<file path="src/rtl/inst_fetcher_pkg.sv">
// inst_fetcher_pkg: shared definitions for the instruction fetch stage.
//   - RV32 opcode constants used for next-PC prediction
//   - J-type / B-type immediate extraction (sign-extended to 32 bits)
//   - 2-bit saturating branch counter states
//   - fetch FSM state encoding
package inst_fetcher_pkg;

  localparam logic [6:0] OPC_JAL    = 7'b1101111;
  localparam logic [6:0] OPC_JALR   = 7'b1100111;
  localparam logic [6:0] OPC_BRANCH = 7'b1100011;

  typedef enum logic [1:0] {
    CNT_SNT = 2'b00,
    CNT_WNT = 2'b01,
    CNT_WT  = 2'b10,
    CNT_ST  = 2'b11
  } cnt_e;

  typedef enum logic {
    ST_FETCH = 1'b0,
    ST_WAIT  = 1'b1
  } state_e;

  function automatic logic signed [31:0] imm_j(input logic [31:0] inst);
    return {{12{inst[31]}}, inst[19:12], inst[20], inst[30:21], 1'b0};
  endfunction

  function automatic logic signed [31:0] imm_b(input logic [31:0] inst);
    return {{20{inst[31]}}, inst[7], inst[30:25], inst[11:8], 1'b0};
  endfunction

endpackage

</file>
<file path="src/rtl/inst_fetcher_branch_predictor.sv">
// branch_predictor: table of 2-bit saturating counters (BHT).
// Ports:
//   clk, rst_n     clock, asynchronous active-low reset (counters -> weakly not-taken)
//   lookup_idx     index of the branch being fetched
//   lookup_taken   MSB of the indexed counter (predict taken)
//   upd_en         resolved-branch update strobe
//   upd_idx        index of the resolved branch
//   upd_taken      actual outcome (+1 when taken, -1 otherwise, saturating)
// A lookup and an update to the same index in one cycle sees the old counter.
module branch_predictor
  import inst_fetcher_pkg::*;
#(
  parameter int unsigned BHT_WIDTH = 6
) (
  input  logic                 clk,
  input  logic                 rst_n,
  input  logic [BHT_WIDTH-1:0] lookup_idx,
  output logic                 lookup_taken,
  input  logic                 upd_en,
  input  logic [BHT_WIDTH-1:0] upd_idx,
  input  logic                 upd_taken
);

  localparam int unsigned ENTRIES = 1 << BHT_WIDTH;

  cnt_e bht_q [ENTRIES];
  cnt_e bht_d [ENTRIES];

  always_comb begin
    bht_d = bht_q;
    if (upd_en) begin
      case (bht_q[upd_idx])
        CNT_SNT: bht_d[upd_idx] = upd_taken ? CNT_WNT : CNT_SNT;
        CNT_WNT: bht_d[upd_idx] = upd_taken ? CNT_WT  : CNT_SNT;
        CNT_WT:  bht_d[upd_idx] = upd_taken ? CNT_ST  : CNT_WNT;
        default: bht_d[upd_idx] = upd_taken ? CNT_ST  : CNT_WT;
      endcase
    end
  end

  always_ff @(posedge clk or negedge rst_n) begin
    if (!rst_n) begin
      for (int unsigned i = 0; i < ENTRIES; i++) bht_q[i] <= CNT_WNT;
    end else begin
      bht_q <= bht_d;
    end
  end

  assign lookup_taken = bht_q[lookup_idx][1];

endmodule

</file>
<file path="src/rtl/inst_fetcher.sv">
// inst_fetcher: instruction fetch stage.
// Holds the fetch PC, issues one ICache request at a time (FETCH -> WAIT),
// predicts the next PC (JAL taken, conditional branches via optional BHT)
// and buffers fetched instructions in a 2**IQ_WIDTH entry queue.
// Ports:
//   Sys_clk, Sys_rst_n      clock, asynchronous active-low reset
//   Sys_rdy                 global enable (flush still acts when low)
//   IFIC_en/IFIC_addr       request to ICache, held until ICIF_en
//   ICIF_en/ICIF_data       ICache response pulse and instruction
//   RoBIF_pre_judge/_next_pc  low = misprediction flush, redirect target
//   RoBIF_br_en/_br_pc/_br_taken  resolved branch for BHT training
//   IFDC_en/_inst/_pc/_pred_taken  queue head to decoder
//   DCIF_pop                decoder consumes head
// Build option: define IF_BHT_EN to instantiate the branch predictor;
// otherwise conditional branches are predicted not-taken.
module inst_fetcher
  import inst_fetcher_pkg::*;
#(
  parameter int unsigned ADDR_WIDTH = 32,
  parameter int unsigned IQ_WIDTH   = 2,
  parameter int unsigned BHT_WIDTH  = 6
) (
  input  logic                  Sys_clk,
  input  logic                  Sys_rst_n,
  input  logic                  Sys_rdy,
  output logic                  IFIC_en,
  output logic [ADDR_WIDTH-1:0] IFIC_addr,
  input  logic                  ICIF_en,
  input  logic [31:0]           ICIF_data,
  input  logic                  RoBIF_pre_judge,
  input  logic [ADDR_WIDTH-1:0] RoBIF_next_pc,
  input  logic                  RoBIF_br_en,
  input  logic [ADDR_WIDTH-1:0] RoBIF_br_pc,
  input  logic                  RoBIF_br_taken,
  output logic                  IFDC_en,
  output logic [31:0]           IFDC_inst,
  output logic [ADDR_WIDTH-1:0] IFDC_pc,
  output logic                  IFDC_pred_taken,
  input  logic                  DCIF_pop
);

  localparam int unsigned DEPTH = 1 << IQ_WIDTH;
  localparam logic [IQ_WIDTH:0] FULL = (IQ_WIDTH+1)'(DEPTH);

  state_e                state_q, state_d;
  logic [ADDR_WIDTH-1:0] pc_q, pc_d;
  logic                  ific_en_q, ific_en_d;
  logic [ADDR_WIDTH-1:0] ific_addr_q, ific_addr_d;
  logic [IQ_WIDTH-1:0]   head_q, head_d, tail_q, tail_d;
  logic [IQ_WIDTH:0]     count_q, count_d;
  logic [31:0]           q_inst_q [DEPTH];
  logic [31:0]           q_inst_d [DEPTH];
  logic [ADDR_WIDTH-1:0] q_pc_q   [DEPTH];
  logic [ADDR_WIDTH-1:0] q_pc_d   [DEPTH];
  logic                  q_pred_q [DEPTH];
  logic                  q_pred_d [DEPTH];

  logic                  flush, push, pop, bht_taken, pred_taken;
  logic [ADDR_WIDTH-1:0] next_pc;

  assign flush = !RoBIF_pre_judge;
  assign push  = !flush && Sys_rdy && (state_q == ST_WAIT) && ICIF_en;
  assign pop   = !flush && Sys_rdy && DCIF_pop && (count_q != '0);

`ifdef IF_BHT_EN
  // Training follows the global freeze, except a flush cycle still trains.
  branch_predictor #(.BHT_WIDTH(BHT_WIDTH)) u_bp (
    .clk          (Sys_clk),
    .rst_n        (Sys_rst_n),
    .lookup_idx   (pc_q[BHT_WIDTH+1:2]),
    .lookup_taken (bht_taken),
    .upd_en       (RoBIF_br_en && (Sys_rdy || flush)),
    .upd_idx      (RoBIF_br_pc[BHT_WIDTH+1:2]),
    .upd_taken    (RoBIF_br_taken)
  );
  logic unused_br_pc;
  assign unused_br_pc = ^RoBIF_br_pc;
`else
  localparam int unsigned bht_width_unused = BHT_WIDTH;
  logic unused_br;
  assign unused_br = ^{RoBIF_br_en, RoBIF_br_pc, RoBIF_br_taken};
  assign bht_taken = 1'b0;
`endif

  // Next PC for the instruction currently being returned (pc_q is its PC).
  always_comb begin
    pred_taken = 1'b0;
    next_pc    = pc_q + ADDR_WIDTH'(32'd4);
    case (ICIF_data[6:0])
      OPC_JAL: begin
        pred_taken = 1'b1;
        next_pc    = pc_q + ADDR_WIDTH'(imm_j(ICIF_data));
      end
      OPC_BRANCH: begin
        if (bht_taken) begin
          pred_taken = 1'b1;
          next_pc    = pc_q + ADDR_WIDTH'(imm_b(ICIF_data));
        end
      end
      OPC_JALR: pred_taken = 1'b0;
      default:  pred_taken = 1'b0;
    endcase
  end

  always_comb begin
    state_d     = state_q;
    pc_d        = pc_q;
    ific_en_d   = ific_en_q;
    ific_addr_d = ific_addr_q;
    head_d      = head_q;
    tail_d      = tail_q;
    count_d     = count_q;
    q_inst_d    = q_inst_q;
    q_pc_d      = q_pc_q;
    q_pred_d    = q_pred_q;
    if (flush) begin
      pc_d      = RoBIF_next_pc;
      ific_en_d = 1'b0;
      state_d   = ST_FETCH;
      head_d    = '0;
      tail_d    = '0;
      count_d   = '0;
    end else if (Sys_rdy) begin
      case (state_q)
        ST_FETCH: begin
          if (count_q != FULL) begin
            ific_en_d   = 1'b1;
            ific_addr_d = pc_q;
            state_d     = ST_WAIT;
          end
        end
        default: begin
          if (ICIF_en) begin
            ific_en_d = 1'b0;
            pc_d      = next_pc;
            state_d   = ST_FETCH;
          end
        end
      endcase
      if (push) begin
        q_inst_d[tail_q] = ICIF_data;
        q_pc_d[tail_q]   = pc_q;
        q_pred_d[tail_q] = pred_taken;
        tail_d           = tail_q + IQ_WIDTH'(1);
      end
      if (pop) head_d = head_q + IQ_WIDTH'(1);
      case ({push, pop})
        2'b10:   count_d = count_q + (IQ_WIDTH+1)'(1);
        2'b01:   count_d = count_q - (IQ_WIDTH+1)'(1);
        default: count_d = count_q;
      endcase
    end
  end

  always_ff @(posedge Sys_clk or negedge Sys_rst_n) begin
    if (!Sys_rst_n) begin
      state_q     <= ST_FETCH;
      pc_q        <= '0;
      ific_en_q   <= 1'b0;
      ific_addr_q <= '0;
      head_q      <= '0;
      tail_q      <= '0;
      count_q     <= '0;
      for (int unsigned i = 0; i < DEPTH; i++) begin
        q_inst_q[i] <= '0;
        q_pc_q[i]   <= '0;
        q_pred_q[i] <= 1'b0;
      end
    end else begin
      state_q     <= state_d;
      pc_q        <= pc_d;
      ific_en_q   <= ific_en_d;
      ific_addr_q <= ific_addr_d;
      head_q      <= head_d;
      tail_q      <= tail_d;
      count_q     <= count_d;
      q_inst_q    <= q_inst_d;
      q_pc_q      <= q_pc_d;
      q_pred_q    <= q_pred_d;
    end
  end

  assign IFIC_en         = ific_en_q;
  assign IFIC_addr       = ific_addr_q;
  assign IFDC_en         = (count_q != '0);
  assign IFDC_inst       = IFDC_en ? q_inst_q[head_q] : '0;
  assign IFDC_pc         = IFDC_en ? q_pc_q[head_q]   : '0;
  assign IFDC_pred_taken = IFDC_en && q_pred_q[head_q];

endmodule

</file>
<file path="config.mk">
export PLATFORM = sky130hd
export DESIGN_NAME = inst_fetcher
export DESIGN_NICKNAME = d
export VERILOG_FILES = /design/src/rtl/inst_fetcher_pkg.sv /design/src/rtl/inst_fetcher_branch_predictor.sv /design/src/rtl/inst_fetcher.sv
export SDC_FILE = /design/constraint.sdc
export NUM_CORES = 1
export LEC_CHECK = 0
export CORE_MARGIN = 1
export CORE_UTILIZATION = 50
export CTS_CLUSTER_DIAMETER = 120
export DETAILED_ROUTE_END_ITERATION = 6
export PLACE_DENSITY = 0.75
export SLEW_MARGIN = 20
export SYNTH_ARGS = -nofsm -noshare
export SYNTH_HDL_FRONTEND = slang
export SYNTH_HIERARCHICAL = 1
export SYNTH_SLANG_ARGS = --single-unit
</file>
<file path="constraint.sdc">
create_clock -name Sys_clk -period 3.75 [get_ports Sys_clk]
set_clock_uncertainty 0.15 [all_clocks]
set_input_delay 0.5625 -clock Sys_clk [delete_from_list [all_inputs] [get_ports Sys_clk]]
set_output_delay 0.5625 -clock Sys_clk [all_outputs]
set_load 0.03 [all_outputs]
</file>
==> metrics.yaml <==
fin_area_um2: 20670
syn_area_per_cell_um2: 12.29
ys_ff_latch: 333
die_x_um: 186.9
numPortBuffers: 168
core_um2: 33620
io_pins: 203
grt_pass1_wl_um: 66870
slew_headroom_pct: 50.85
max_clock_freq_mhz: 281.6
gr-total-overflow: 0
setup_viol: 0
gp_congestion: 0.9075
cp_max_fo: 45
yosysUniqueCellTypes: 66
start_util_pct: 50.85
crit_arrival_ns: 2.84
core.rowCount: 67
power_density_nw_per_um2: 477.7
ant_nets: 0
grt_max_degree: 93
wl_per_cell_um: 20.83
nets: 1686
p_leak_nw: 9.330
drt-total-wl_um: 42010
vias: 11966
hold_ws_ns: 0.3272
fin_ws_ns: 0.1985
nFillCells: 2640
grt_antenna_before_repair: 0
diodes: 0
crit_path_start_kind: "register"
cts_tree: "built"
crit_path_end_kind: "primary output"
yosysWarningCount: 6
netlist_area_um2: 17100
tns_ns: 0
avgViaCountPerCell: 5.933
hpwl_um: 27710
peakVddDrop_mv: 0.3481
first_global_vias: 12054
first_pass_iters: 6
outcome: "completed"
cts_buffer_depth: 3
grt_use_total_pct: 24.36
dieArea_um2: 34930
dp_slack_ns: -0.06568
drc: 0
die_h_um: 186.9
worstPathRequired_ns: 3.04
post_cts.repair.setup_buffers: 0
cap_violations: 0
cts_htree_levels: 2
place_area_um2: 19500
cts_buffers: 36
worst_pin_slew_ns: 0.7373
ctsResizeCount: 0
clock_sink_count: 333
area_growth_pct: 20.94
timing.final.crit_period_ns: 3.551
crit_type: "register to primary output"
async_reset_ff_share_pct: 100.0
clk_pin_slew_ns: 0.06
synthFlopType: "dfrtp_1"
hp-class: "register to register"
root_buffer: "clkbuf_16"
final_hold_viol_count: 0
total_power_mw: 9.876
timing_max_transition_violations_final: 0
synth_fp_nets: 1532
syn_inst: 1391
dr.first_iter.drc_count: 976
synth-edff-count: 0
synth_seq_area_share_pct: 48.74
worstSkewPairLatency_ns: 0.54
rsz0062_at_grt: "false"
drive_gt1_share_pct: 29.38
finalCritPeriodShare_pct: 94.71
metal layers:
layer	part of all wire, %	up-vias	track usage [%]
li1	-	5420	-
met1	44	6103	34.01
met2	48	373	39.74
met3	5.7	70	3.940
met4	2.1	0	6.526
met5	0	-	0
power breakdown:
group / total [mW] / switching, mW / leakage, nW / internal [mW]
combinational: 2.11 / 1.04 / 4.36 / 1.08
sequential: 4.27 / 0.295 / 4.39 / 3.98
clock: 3.49 / 1.46 / 0.573 / 2.03
total: 9.88 / 2.79 / 9.33 / 7.09
cell usage after synthesis (3+ instances only):
cell type | number | share of area (%)
mux4_2 | 65 | 8.6
o21bai_1 | 5 | 0.22
a21o_1 | 17 | 0.75
a211oi_2 | 3 | 0.22
nor2_1 | 63 | 1.4
o21a_1 | 3 | 0.13
and2_1 | 66 | 2.4
and3_1 | 11 | 0.40
ha_1 | 35 | 2.6
a22oi_1 | 6 | 0.26
or3_1 | 3 | 0.11
nand2b_1 | 12 | 0.44
mux2_2 | 274 | 18
dfrtp_1 | 333 | 49
a21oi_1 | 66 | 1.9
o22ai_1 | 10 | 0.37
xor2_1 | 16 | 0.82
o211ai_1 | 4 | 0.18
a211oi_1 | 5 | 0.22
and4_1 | 4 | 0.20
a31oi_1 | 10 | 0.37
buf_1 | 27 | 0.59
nand4_1 | 13 | 0.48
inv_1 | 28 | 0.61
buf_2 | 9 | 0.26
o221ai_1 | 9 | 0.46
nand3_1 | 31 | 0.91
o21ai_0 | 64 | 1.9
clkbuf_1 | 61 | 1.3
xnor2_1 | 19 | 0.97
nand2_1 | 65 | 1.4
nor3_1 | 8 | 0.23
per-stage QoR:
step,util (%),std cells
finish,61.50,2017
global route,61.50,2017
CTS,61.50,2017
detailed placement,58.00,1954
global placement,58.00,1954
floorplan,-,1391
repair_timing:
action	CTS	global route
hold endpoints to repair	87	0
endpoints found under the setup margin	0	0
hold buffers	1	0
registers in the layout, indices dropped and copies added, names as in the netlist:
| name | count |
|---|---|
| q_inst_q | 128 |
| q_pc_q | 128 |
| IFIC_addr | 32 |
| pc_q | 32 |
| q_pred_q | 4 |
| count_q | 3 |
| head_q | 2 |
| tail_q | 2 |
| IFIC_en | 1 |
| state_q | 1 |
worst paths after layout:
check                            from             to  slack [ns]  cells after the start
min in group asynchronous   Sys_rst_n   q_inst_q[86]        0.52                      2
max in group asynchronous   Sys_rst_n  IFIC_addr[26]        2.06                      3
hold reg to reg            q_pc_q[48]     q_pc_q[48]        0.33                      2
setup reg to reg             pc_q[13]       pc_q[29]        0.50                     10
hold / removal             q_pc_q[48]     q_pc_q[48]        0.33                      2
setup / recovery           count_q[1]    IFDC_pc[31]        0.20                      4
cell usage in the layout, fill, tap and decap left out, types with 13 or more instances in the layout:
| cell type | synthesis | layout |
|---|---|---|
| nand2_1 | 65 | 61 |
| ha_1 | 35 | 35 |
| dfrtp_1 | 333 | 331 |
| mux4_2 | 65 | 65 |
| xnor2_1 | 19 | 19 |
| inv_1 | 28 | 28 |
| mux2_2 | 274 | 274 |
| buf_4 | 0 | 33 |
| a21oi_1 | 66 | 66 |
| o21ai_0 | 64 | 64 |
| clkbuf_16 | 0 | 36 |
| nor2_1 | 63 | 63 |
| nand4_1 | 13 | 13 |
| and2_1 | 66 | 66 |
| a21o_1 | 17 | 17 |
| nand3_1 | 31 | 31 |
| clkdlybuf4s50_1 | 0 | 167 |
| xor2_1 | 16 | 16 |
worst max-delay path, stage by stage (launching register included):
cell and delay, ns:
dfrtp_1 0.42, or3_2 0.76, buf_12 0.30, and2_1 0.21, clkdlybuf4s50_1 0.61
final cells by class:
class                   count  area (um2)  share of cell area [%]
clock buffers              53        1055                   5.102
repair buffers            214        2185                   10.57
well taps                 448       560.5                   2.711
inverters                  29       108.9                  0.5265
multi-input cells         931        8317                   40.23
flip-flops and latches    333        8338                   40.33
clock inverters             9       111.4                  0.5386
logic make-up (layout without fill, tap and decap cells):
group,count (synthesis),in the layout,synth area share (%)
AOI/OAI and AO/OA,228,228,8.424
DFF,333,333,48.74
buffers and inverters,127,305,2.862
and+or+nand+nor,290,290,8.651
muxes,341,341,26.73
xor gates and xnor gates,35,35,1.793
adders and majority gates,37,37,2.796
(Power assumes the default switching activity.)
